File: src/rtl/cix32_prefetch_queue_if.sv
// Instruction-fetch memory bus between the prefetch queue and instruction memory.
interface cix32_prefetch_queue_if;
  logic [31:0] mem_addr;
  logic        mem_req;
  logic        mem_ready;
  logic [31:0] mem_rdata;

  modport master (
    output mem_addr,
    output mem_req,
    input  mem_ready,
    input  mem_rdata
  );

  modport slave (
    input  mem_addr,
    input  mem_req,
    output mem_ready,
    output mem_rdata
  );
endinterface

File: src/rtl/cix32_prefetch_queue.sv
// Byte-granular instruction prefetch queue: fetches aligned 32-bit words into a
// circular byte buffer and presents up to four head bytes with their PC.
module cix32_prefetch_queue #(
  parameter int unsigned DEPTH    = 16,
  parameter logic [31:0] RESET_PC = 32'h0000_0000
) (
  input  logic                    clk,
  input  logic                    rst_n,
  input  logic                    flush,
  input  logic [31:0]             flush_addr,
  cix32_prefetch_queue_if.master  mem,
  output logic [$clog2(DEPTH):0]  q_count,
  output logic [31:0]             q_data,
  output logic [31:0]             q_pc,
  input  logic [2:0]              consume
);

  localparam int unsigned AW = $clog2(DEPTH);
  localparam int unsigned CW = AW + 1;

  typedef enum logic [1:0] {
    IDLE,
    FETCH,
    DISCARD,
    GAP
  } state_t;

  state_t        state;
  state_t        state_next;
  logic [31:0]   next_addr;
  logic [31:0]   req_addr;
  logic [1:0]    skip;
  logic          armed;
  logic [AW-1:0] head;
  logic [AW-1:0] tail;
  logic [7:0]    buffer [DEPTH];
  logic          done;
  logic          accept;
  logic [CW-1:0] eff;
  logic [CW-1:0] fill;
  logic [31:0]   shifted;

  assign mem.mem_req  = (state == FETCH) || (state == DISCARD);
  // req_addr is latched at request launch so a flush during an outstanding
  // request moves only next_addr and the bus address stays stable.
  assign mem.mem_addr = req_addr;
  assign done         = mem.mem_req && mem.mem_ready;
  assign accept       = (state == FETCH) && done && !flush;
  assign shifted      = mem.mem_rdata >> {skip, 3'b000};
  assign fill         = accept ? CW'(3'd4 - {1'b0, skip}) : '0;

  // Clamp the consume request to the bytes actually present.
  always_comb begin
    eff = CW'(consume);
    if (CW'(consume) > q_count) begin
      eff = q_count;
    end
  end

  // State register.
  always_ff @(posedge clk or negedge rst_n) begin
    if (!rst_n) begin
      state <= IDLE;
    end else begin
      state <= state_next;
    end
  end

  // Next-state logic for the fetch handshake.
  always_comb begin
    state_next = state;
    case (state)
      IDLE: begin
        if (!flush && armed && ((CW'(DEPTH) - q_count) >= CW'(4))) begin
          state_next = FETCH;
        end
      end
      FETCH: begin
        if (done) begin
          state_next = GAP;
        end else if (flush) begin
          state_next = DISCARD;
        end
      end
      DISCARD: begin
        if (done) begin
          state_next = GAP;
        end
      end
      GAP:     state_next = IDLE;
      default: state_next = IDLE;
    endcase
  end

  // Queue pointers, occupancy, PC and fetch-address bookkeeping.
  always_ff @(posedge clk or negedge rst_n) begin
    if (!rst_n) begin
      next_addr <= {RESET_PC[31:2], 2'b00};
      req_addr  <= {RESET_PC[31:2], 2'b00};
      skip      <= RESET_PC[1:0];
      armed     <= 1'b0;
      head      <= '0;
      tail      <= '0;
      q_count   <= '0;
      q_pc      <= RESET_PC;
    end else begin
      armed <= 1'b1;
      if (state == IDLE && state_next == FETCH) begin
        req_addr <= next_addr;
      end
      if (flush) begin
        head      <= '0;
        tail      <= '0;
        q_count   <= '0;
        q_pc      <= flush_addr;
        next_addr <= {flush_addr[31:2], 2'b00};
        skip      <= flush_addr[1:0];
      end else begin
        head    <= head + eff[AW-1:0];
        tail    <= tail + fill[AW-1:0];
        q_count <= q_count - eff + fill;
        q_pc    <= q_pc + 32'(eff);
        if (accept) begin
          next_addr <= next_addr + 32'd4;
          skip      <= '0;
        end
      end
    end
  end

  // Byte storage: write the accepted bytes of the fetched word at the tail.
  always_ff @(posedge clk) begin
    if (accept) begin
      for (int unsigned k = 0; k < 4; k++) begin
        if (k < 32'(fill)) begin
          buffer[tail + AW'(k)] <= shifted[8*k +: 8];
        end
      end
    end
  end

  // Head window: valid lanes from storage, empty lanes forced to zero.
  always_comb begin
    q_data = '0;
    for (int unsigned i = 0; i < 4; i++) begin
      if (CW'(i) < q_count) begin
        q_data[8*i +: 8] = buffer[head + AW'(i)];
      end
    end
  end

endmodule

File: src/flat_wrapper.sv
// flat-port wrapper written by rule: the top's interface ports become plain ports
module cix32_prefetch_queue_flat 
#(
  parameter int unsigned DEPTH    = 16,
  parameter logic [31:0] RESET_PC = 32'h0000_0000
)
  (clk, rst_n, flush, flush_addr, q_count, q_data, q_pc, consume, mem_mem_addr, mem_mem_req, mem_mem_ready, mem_mem_rdata);
  cix32_prefetch_queue_if mem_i ();
  input  logic clk;
  input  logic rst_n;
  input  logic flush;
  input  logic [31:0] flush_addr;
  output logic [$clog2(DEPTH):0] q_count;
  output logic [31:0] q_data;
  output logic [31:0] q_pc;
  input  logic [2:0] consume;
  output wire logic [$bits(mem_i.mem_addr)-1:0] mem_mem_addr;
  output wire logic [$bits(mem_i.mem_req)-1:0] mem_mem_req;
  input wire logic [$bits(mem_i.mem_ready)-1:0] mem_mem_ready;
  input wire logic [$bits(mem_i.mem_rdata)-1:0] mem_mem_rdata;
  assign mem_mem_addr = mem_i.mem_addr;
  assign mem_mem_req = mem_i.mem_req;
  assign mem_i.mem_ready = mem_mem_ready;
  assign mem_i.mem_rdata = mem_mem_rdata;
  cix32_prefetch_queue #(.DEPTH(DEPTH), .RESET_PC(RESET_PC)) u_core (.clk(clk), .rst_n(rst_n), .flush(flush), .flush_addr(flush_addr), .mem(mem_i), .q_count(q_count), .q_data(q_data), .q_pc(q_pc), .consume(consume));
endmodule
File: config.mk
export PLATFORM = sky130hd
export DESIGN_NAME = cix32_prefetch_queue_flat
export DESIGN_NICKNAME = d
export VERILOG_FILES = /design/src/rtl/cix32_prefetch_queue_if.sv /design/src/rtl/cix32_prefetch_queue.sv /design/src/flat_wrapper.sv
export SDC_FILE = /design/constraint.sdc
export NUM_CORES = 1
export LEC_CHECK = 0
export ABC_AREA = 1
export CORE_MARGIN = 1.5
export CORE_UTILIZATION = 40
export CTS_CLUSTER_SIZE = 10
export DETAILED_ROUTE_END_ITERATION = 12
export DONT_BUFFER_PORTS = 1
export GPL_ROUTABILITY_DRIVEN = 1
export GPL_TIMING_DRIVEN = 0
export PLACE_DENSITY = 0.57
export SLEW_MARGIN = 20
export SYNTH_ARGS = -nofsm -noshare
export SYNTH_HDL_FRONTEND = slang
export SYNTH_SLANG_ARGS = --single-unit
File: constraint.sdc
create_clock -name clk -period 4.05 [get_ports clk]
set_input_delay 0.81 -clock clk [delete_from_list [all_inputs] [get_ports clk]]
set_output_delay 0.81 -clock clk [all_outputs]
set_load 0.02 [all_outputs]
==> impl_metrics.yaml, run 1 <==
sta:
  post-route-period-util_pct: 96.37
  finalHoldViolCount: 0
  worst_slack_ns: 0.1471
  fin_worst_hold_slack_ns: 0.1561
  slew_headroom_pct: 17.33
  grt_setup_unrepaired: "yes"
  fmaxAchievable_mhz: 256.2
  report.final.slew_viol_count: 0
  worst_skew_ns: 0.02644
  setup-violations-final: 0
  worst_pin_slew_ns: 1.235
  min_period_ns: 3.903
critical_path:
  critical_path_peak_fanout: 10
  criticalPathCategory: "flip-flop to primary output"
  critical_path.endpoint_type: "primary output"
  worst-endpoint-required_ns: 3.24
  worstSetupStartpointType: "flip-flop"
  regToRegStartpoint: "u_core.skip[1]"
  r2r_end: "u_core.buffer[4][6]"
  worst_ep_arrival_time_ns: 3.09
  cell_count_of_the_worst_reg_to_reg_path: 11
  setup_slack_reg_to_reg_ns: 0.20
floorplan:
  floorplan_core_area_sq_um: 52660
  row_count: 84
  die_height_microns: 233.9
  design.die.area_sq_um: 54700
  chipWidth_microns: 233.9
  initial_standard_cell_utilization_of_the_core_pct: 40.49
  io_pins: 173
synth:
  synth-edff-count: 128
  syn_avg_cell_area_sq_um: 6.195
  post_synth_num_cell_types: 52
  mappedNetlistArea_sq_um: 21320
  sequential_fraction_of_the_synthesis_area_pct: 30.94
  synth.ff_latch_count: 238
  yosys_warnings: 0
  dominantRegCellSynth: "sky130_fd_sc_hd__edfxtp_1"
  synth_cells: 3442
  async_reset_ff_share_pct: 46.22
placement:
  detailedPlacementHpwl_mm: 81.08
  dpl_worst_slack_ns: -0.2721
  portBuffers: 0
  count_of_placed_standard_cells_including_taps: 4135
  placement.cell_area_sq_um: 22250
  routabilityCongestion: 1.119
final_layout:
  stdcell_count: 4185
  fraction_of_final_layout_cells_with_drive_strength_greater_than_1_pct: 9.302
  layout.cells.most_common_list: "sky130_fd_sc_hd__nand2_1, sky130_fd_sc_hd__nand3_1, sky130_fd_sc_hd__inv_1"
  syn_to_final_growth_pct: 9.495
  most_common_cell_after_layout_fill_and_taps_aside: "sky130_fd_sc_hd__nand2_1"
  final_nets: 3587
  final_design_area_no_fill_sq_um: 23350
  final.fill_count: 5745
power:
  ir_worst_vdd_mv: 0.2960
  power-per-cell-area_nw_per_um2: 646.6
  leakage_power_nw: 11.47
  power.total_mw: 15.09
clock_network:
  clkSlewWorstSetupHoldPaths_ns: 0.06
  worst_skew_pair.late_latency_ns: 0.58
  htree_levels: 1
  cts_tree: "yes"
  numCtsBuffers: 29
  longest_clk_path_bufs: 3
  cts_root_buffer: "sky130_fd_sc_hd__clkbuf_16"
  clock_sinks: 238
route:
  drc_errors: 0
  detailedRoute.firstPassIterationCount: 9
  final_routed_wirelength_across_all_metal_layers_mm: 104.3
  detail_route.vias_per_cell: 5.854
  wl_per_cell_microns: 24.93
  route.antenna.remaining_nets: 0
  drt-initial-drc-count: 3648
  dr_total_vias: 24500
status:
  outcome: "complete, no violations"
grt:
  grt_pass1_wl_mm: 150.4
  grt_start_max_net_pins: 111
  grtUsageTotal_pct: 37.85
  via_count_of_the_first_global_routing_pass: 21740
  grt_antenna_before_repair: 2
  grt_remaining_overflow: 0
hold_path:
  hold_removal_path_class: "primary input to async pin"
run:
  drv_cap: 0
-- report_power, final --
group / internal, mW / switching, mW / leakage, nW
registers: 2.96 / 0.682 / 2.52
logic: 2.43 / 6.57 / 8.53
clock network: 1.42 / 1.04 / 0.422
total: 6.81 / 8.28 / 11.5
-- Yosys cell counts (5+ instances only) --
cell | number | area (sq um)
sky130_fd_sc_hd__mux2i_1 | 20 | 200.2
sky130_fd_sc_hd__dfrtp_1 | 110 | 2753
sky130_fd_sc_hd__nand3_1 | 519 | 2597
sky130_fd_sc_hd__nand2_2 | 18 | 112.6
sky130_fd_sc_hd__o21ai_0 | 173 | 865.8
sky130_fd_sc_hd__a31oi_1 | 10 | 62.56
sky130_fd_sc_hd__o211ai_1 | 28 | 210.2
sky130_fd_sc_hd__inv_2 | 13 | 48.80
sky130_fd_sc_hd__buf_4 | 15 | 112.6
sky130_fd_sc_hd__edfxtp_1 | 128 | 3844
sky130_fd_sc_hd__nand4_1 | 29 | 181.4
sky130_fd_sc_hd__nor2_1 | 248 | 930.9
sky130_fd_sc_hd__nand3b_1 | 17 | 127.6
sky130_fd_sc_hd__nand2_1 | 1303 | 4891
sky130_fd_sc_hd__inv_1 | 284 | 1066
sky130_fd_sc_hd__buf_2 | 65 | 325.3
sky130_fd_sc_hd__buf_1 | 20 | 75.07
sky130_fd_sc_hd__nor2_2 | 22 | 137.6
sky130_fd_sc_hd__clkbuf_1 | 81 | 304.0
sky130_fd_sc_hd__clkinv_1 | 5 | 18.77
sky130_fd_sc_hd__o21ai_1 | 19 | 95.09
sky130_fd_sc_hd__o2111ai_1 | 6 | 52.55
sky130_fd_sc_hd__or2_2 | 58 | 362.9
sky130_fd_sc_hd__xor2_1 | 14 | 122.6
sky130_fd_sc_hd__nor3_1 | 11 | 55.05
sky130_fd_sc_hd__fa_1 | 6 | 120.1
sky130_fd_sc_hd__nor2_4 | 6 | 67.56
sky130_fd_sc_hd__a21oi_1 | 130 | 650.6
sky130_fd_sc_hd__o22ai_1 | 5 | 31.28
sky130_fd_sc_hd__ha_1 | 30 | 375.4
sky130_fd_sc_hd__nand3_2 | 5 | 50.05
-- worst max-delay path: stages, from the launching register on --
cell,delay [ns]
sky130_fd_sc_hd__dfrtp_1,0.40
sky130_fd_sc_hd__buf_4,0.18
sky130_fd_sc_hd__clkinv_2,0.09
sky130_fd_sc_hd__buf_2,0.25
sky130_fd_sc_hd__clkbuf_1,0.46
sky130_fd_sc_hd__o21ai_0,0.41
sky130_fd_sc_hd__nand2_1,0.14
sky130_fd_sc_hd__nand3_1,0.07
sky130_fd_sc_hd__nand3_1,0.09
sky130_fd_sc_hd__nand2_1,0.07
sky130_fd_sc_hd__nor2_1,0.34
-- flip-flops by register name, indices dropped and copies added (netlist names) --
signal / flops
u_core.armed: 1
u_core.buffer: 128
u_core.head: 4
u_core.mem.mem_addr: 30
u_core.next_addr: 30
u_core.q_count: 5
u_core.q_pc: 32
u_core.skip: 2
u_core.state: 2
u_core.tail: 4
-- layout make-up --
| class | instances | area (sq um) | share of cell area [%] |
|---|---|---|---|
| Multi-Input combinational cell | 2719 | 12900 | 55.26 |
| Inverter | 303 | 1149 | 4.920 |
| Antenna cell | 3 | 7.507 | 0.03216 |
| Buffer | 183 | 902.1 | 3.864 |
| Tap cell | 688 | 860.8 | 3.687 |
| Clock inverter | 5 | 63.81 | 0.2733 |
| Timing Repair Buffer | 6 | 68.82 | 0.2948 |
| Sequential cell | 238 | 6596 | 28.25 |
| Clock buffer | 40 | 797.0 | 3.414 |
-- metrics by stage --
step | util (%) | setup TNS (ns)
final | 44.34 | 0
after global routing | 44.32 | -0.006541
after CTS | 44.15 | 0
after detailed placement | 42.26 | -1.949
after global placement | 42.15 | -2.606
after floorplan | - | 0
-- layer usage --
layer	part of all wire [%]	up-vias	global-route usage, %
li1	-	11250	-
met1	42	11370	54.42
met2	40	1621	53.60
met3	13	253	9.120
met4	4.9	0	16.13
met5	0	-	0
-- worst max path at each step --
stage	startpoint	to	slack, ns
6_report	u_core.head[0]	q_data[1]	0.15
5_1_grt	u_core.head[0]	q_data[1]	-0.007
4_1_cts	u_core.head[0]	q_data[31]	0.01
3_5_place_dp	u_core.head[1]	q_data[31]	-0.27
3_3_place_gp	u_core.head[1]	q_data[31]	-0.36
2_1_floorplan	consume[2]	u_core.q_count[4]	0.69
-- kinds of logic after synthesis --
| logic type | count (synthesis) | share of synthesized area [%] |
|---|---|---|
| and+or+nand+nor | 2252 | 45.52 |
| buffers and inverters | 488 | 9.389 |
| AOI/OAI and AO/OA | 384 | 9.759 |
| DFF | 238 | 30.94 |
| adders and majority gates | 36 | 2.324 |
| xor gates and xnor gates | 22 | 1.097 |
| muxes | 20 | 0.9389 |
| other | 2 | 0.03522 |
-- timing repair --
| item | CTS | global route |
|---|---|---|
| setup buffers | 0 | 3 |
| resized for setup | 47 | 36 |
| hold buffers | 1 | 0 |
| endpoints found under the hold margin | 110 | 0 |
| endpoints found under the setup margin | 25 | 88 |
| pin swaps | 1 | 6 |
Power figures use the tool's default switching activity.
==> run 2: changes to the inputs <==
--- a/config.mk
+++ b/config.mk
@@ -7,13 +7,13 @@
 export LEC_CHECK = 0
 export ABC_AREA = 1
 export CORE_MARGIN = 1.5
-export CORE_UTILIZATION = 40
+export CORE_UTILIZATION = 30
 export CTS_CLUSTER_SIZE = 10
 export DETAILED_ROUTE_END_ITERATION = 12
 export DONT_BUFFER_PORTS = 1
 export GPL_ROUTABILITY_DRIVEN = 1
 export GPL_TIMING_DRIVEN = 0
-export PLACE_DENSITY = 0.57
+export PLACE_DENSITY = 0.47
 export SLEW_MARGIN = 20
 export SYNTH_ARGS = -nofsm -noshare
 export SYNTH_HDL_FRONTEND = slang
==> run 2 against run 1 <==
Net effect:
- non-clock buffer count is 5 higher
- first-iteration DRC count is 7.1% lower
- final cell count is 6.4% higher
- combinational power is 4.7% higher
- critical path type unchanged
- largest power group unchanged
- routed wire length is 8.4% higher
==> impl_metrics.yaml, run 2 (synthesis results as in run 1) <==
grt:
  grt-busiest-layer: "met2"
  grt_remaining_overflow: 0
  via_count_of_the_first_global_routing_pass: 22350
  grt_start_max_net_pins: 111
  grt_pass1_wl_mm: 162.2
  grt_antenna_before_repair: 2
  grtUsageTotal_pct: 30.46
  grt_util_met1_pct: 43.21
  grtUsageMet2_pct: 43.29
  groute.layer.met3.usage_pct: 8.006
clock_network:
  longest_clk_path_bufs: 3
  numCtsBuffers: 34
  cts_tree: "yes"
  clock_sinks: 238
  clkSlewWorstSetupHoldPaths_ns: 0.06
  cts_root_buffer: "sky130_fd_sc_hd__clkbuf_16"
  htree_levels: 2
  worst_skew_pair.late_latency_ns: 0.56
final_layout:
  largestRegisters: "u_core.buffer (128), u_core.q_pc (32)"
  most_common_cell_after_layout_fill_and_taps_aside: "sky130_fd_sc_hd__nand2_1"
  final_nets: 3597
  combined_area_of_the_multi_input_logic_cells_sq_um: 12950
  layout.cells.most_common_list: "sky130_fd_sc_hd__nand2_1, sky130_fd_sc_hd__nand3_1, sky130_fd_sc_hd__inv_1"
  register_with_the_most_flip_flops: "u_core.buffer"
  final_design_area_no_fill_sq_um: 24030
  stdcell_count: 4454
  syn_to_final_growth_pct: 12.70
  postLayoutCoreUtil_pct: 34.26
  sequential_cell_area_sq_um: 6598
  largest_reg_flops: 128
  final.fill_count: 7867
  fraction_of_final_layout_cells_with_drive_strength_greater_than_1_pct: 10.08
route:
  drt-initial-drc-count: 3390
  detailedRoute.firstPassIterationCount: 7
  route.antenna.remaining_nets: 0
  drc_errors: 0
  detail_route.vias_per_cell: 5.485
  final_routed_wirelength_across_all_metal_layers_mm: 113.1
  dr_total_vias: 24430
  wl_per_cell_microns: 25.40
critical_path:
  worst_ep_arrival_time_ns: 3.10
  regToRegStartpoint: "u_core.skip[1]"
  r2r_end: "u_core.buffer[4][2]"
  worstSetupStartpointType: "flip-flop"
  criticalPathCategory: "flip-flop to primary output"
  setup_slack_reg_to_reg_ns: 0.19
  critical_path_peak_fanout: 10
  crit_path_max_incr_delay_ns: 0.56
  critical_path.endpoint_type: "primary output"
  worst-endpoint-required_ns: 3.24
  cell_count_of_the_worst_reg_to_reg_path: 11
  cell_by_cell_listing_of_the_critical_path: "buf_6 -> clkbuf_1 -> clkbuf_1 -> nand2_1 -> nand3_1 -> o211ai_1 -> nand3_1 -> nand2_1 -> nor2_1"
  cpMaxStageDelayCell: "sky130_fd_sc_hd__clkbuf_1"
floorplan:
  chipWidth_microns: 269.6
  initial_standard_cell_utilization_of_the_core_pct: 30.39
  floorplan_core_area_sq_um: 70150
  die_height_microns: 269.6
  row_count: 97
  io_pins: 173
  design.die.area_sq_um: 72680
placement:
  routabilityCongestion: 1.050
  dpl_worst_slack_ns: -0.5689
  portBuffers: 0
  detailedPlacementHpwl_mm: 87.48
  count_of_placed_standard_cells_including_taps: 4391
  placement.cell_area_sq_um: 22620
sta:
  worst_slack_ns: 0.1352
  worst_skew_ns: 0.04013
  grt_setup_unrepaired: "no"
  min_period_ns: 3.915
  report.final.slew_viol_count: 0
  fin_worst_hold_slack_ns: 0.1547
  slew_headroom_pct: 16.79
  post-route-period-util_pct: 96.66
  setup-violations-final: 0
  fmaxAchievable_mhz: 255.4
  worst_pin_slew_ns: 1.248
  finalHoldViolCount: 0
  fin_setup_tns_ns: 0
power:
  power.total_mw: 16.06
  leakage_power_nw: 11.64
  power-per-cell-area_nw_per_um2: 668.5
  ir_worst_vdd_mv: 0.4202
status:
  outcome: "complete, no violations"
run:
  drv_cap: 0
hold_path:
  hold_removal_path_class: "primary input to async pin"
run 2: area by class of cell:
class / count / area share [%]
Multi-Input combinational cell: 2719 / 53.88
Sequential cell: 238 / 27.46
Tap cell: 940 / 4.894
Inverter: 303 / 4.775
Buffer: 183 / 3.811
Clock buffer: 43 / 3.806
Clock inverter: 14 / 0.8070
Timing Repair Buffer: 11 / 0.5363
Antenna cell: 3 / 0.03124
run 2: timing repair:
item	4_1_cts	5_1_grt
hold endpoints to repair	110	0
setup buffers	3	1
gates resized for setup	67	27
hold buffers	1	0
setup endpoints to repair	100	101
pin swaps	4	3
cloned	0	0
run 2: worst max-delay path: cells and delay by family, from the launching register on:
family	cells	cell delay (ns)
AO/OA/AOI/OAI	1	0.11
flip-flops	1	0.40
buffers and inverters	3	1.15
AND/OR/NAND/NOR	5	0.88
run 2: worst max path at each step:
stage / startpoint / end / slack [ns]
after floorplan: consume[2] / u_core.q_count[4] / 0.69
after global placement: u_core.head[0] / q_data[31] / -0.64
after detailed placement: u_core.head[0] / q_data[31] / -0.57
after CTS: u_core.head[0] / q_data[31] / 0.005
after global routing: u_core.head[1] / q_data[23] / 0.02
final: u_core.head[0] / q_data[23] / 0.14
run 2: report_power, final:
| part | switching (mW) | total (mW) | internal, mW |
|---|---|---|---|
| sequential | 0.683 | 3.65 | 2.96 |
| clock | 1.19 | 3.00 | 1.80 |
| combinational | 6.91 | 9.42 | 2.52 |
run 2: layer usage:
metal / up-vias / routed length [microns]
met5: - / 19
li1: 11260 / -
met4: 2 / 5128
met3: 264 / 13110
met1: 11520 / 48820
met2: 1384 / 46050
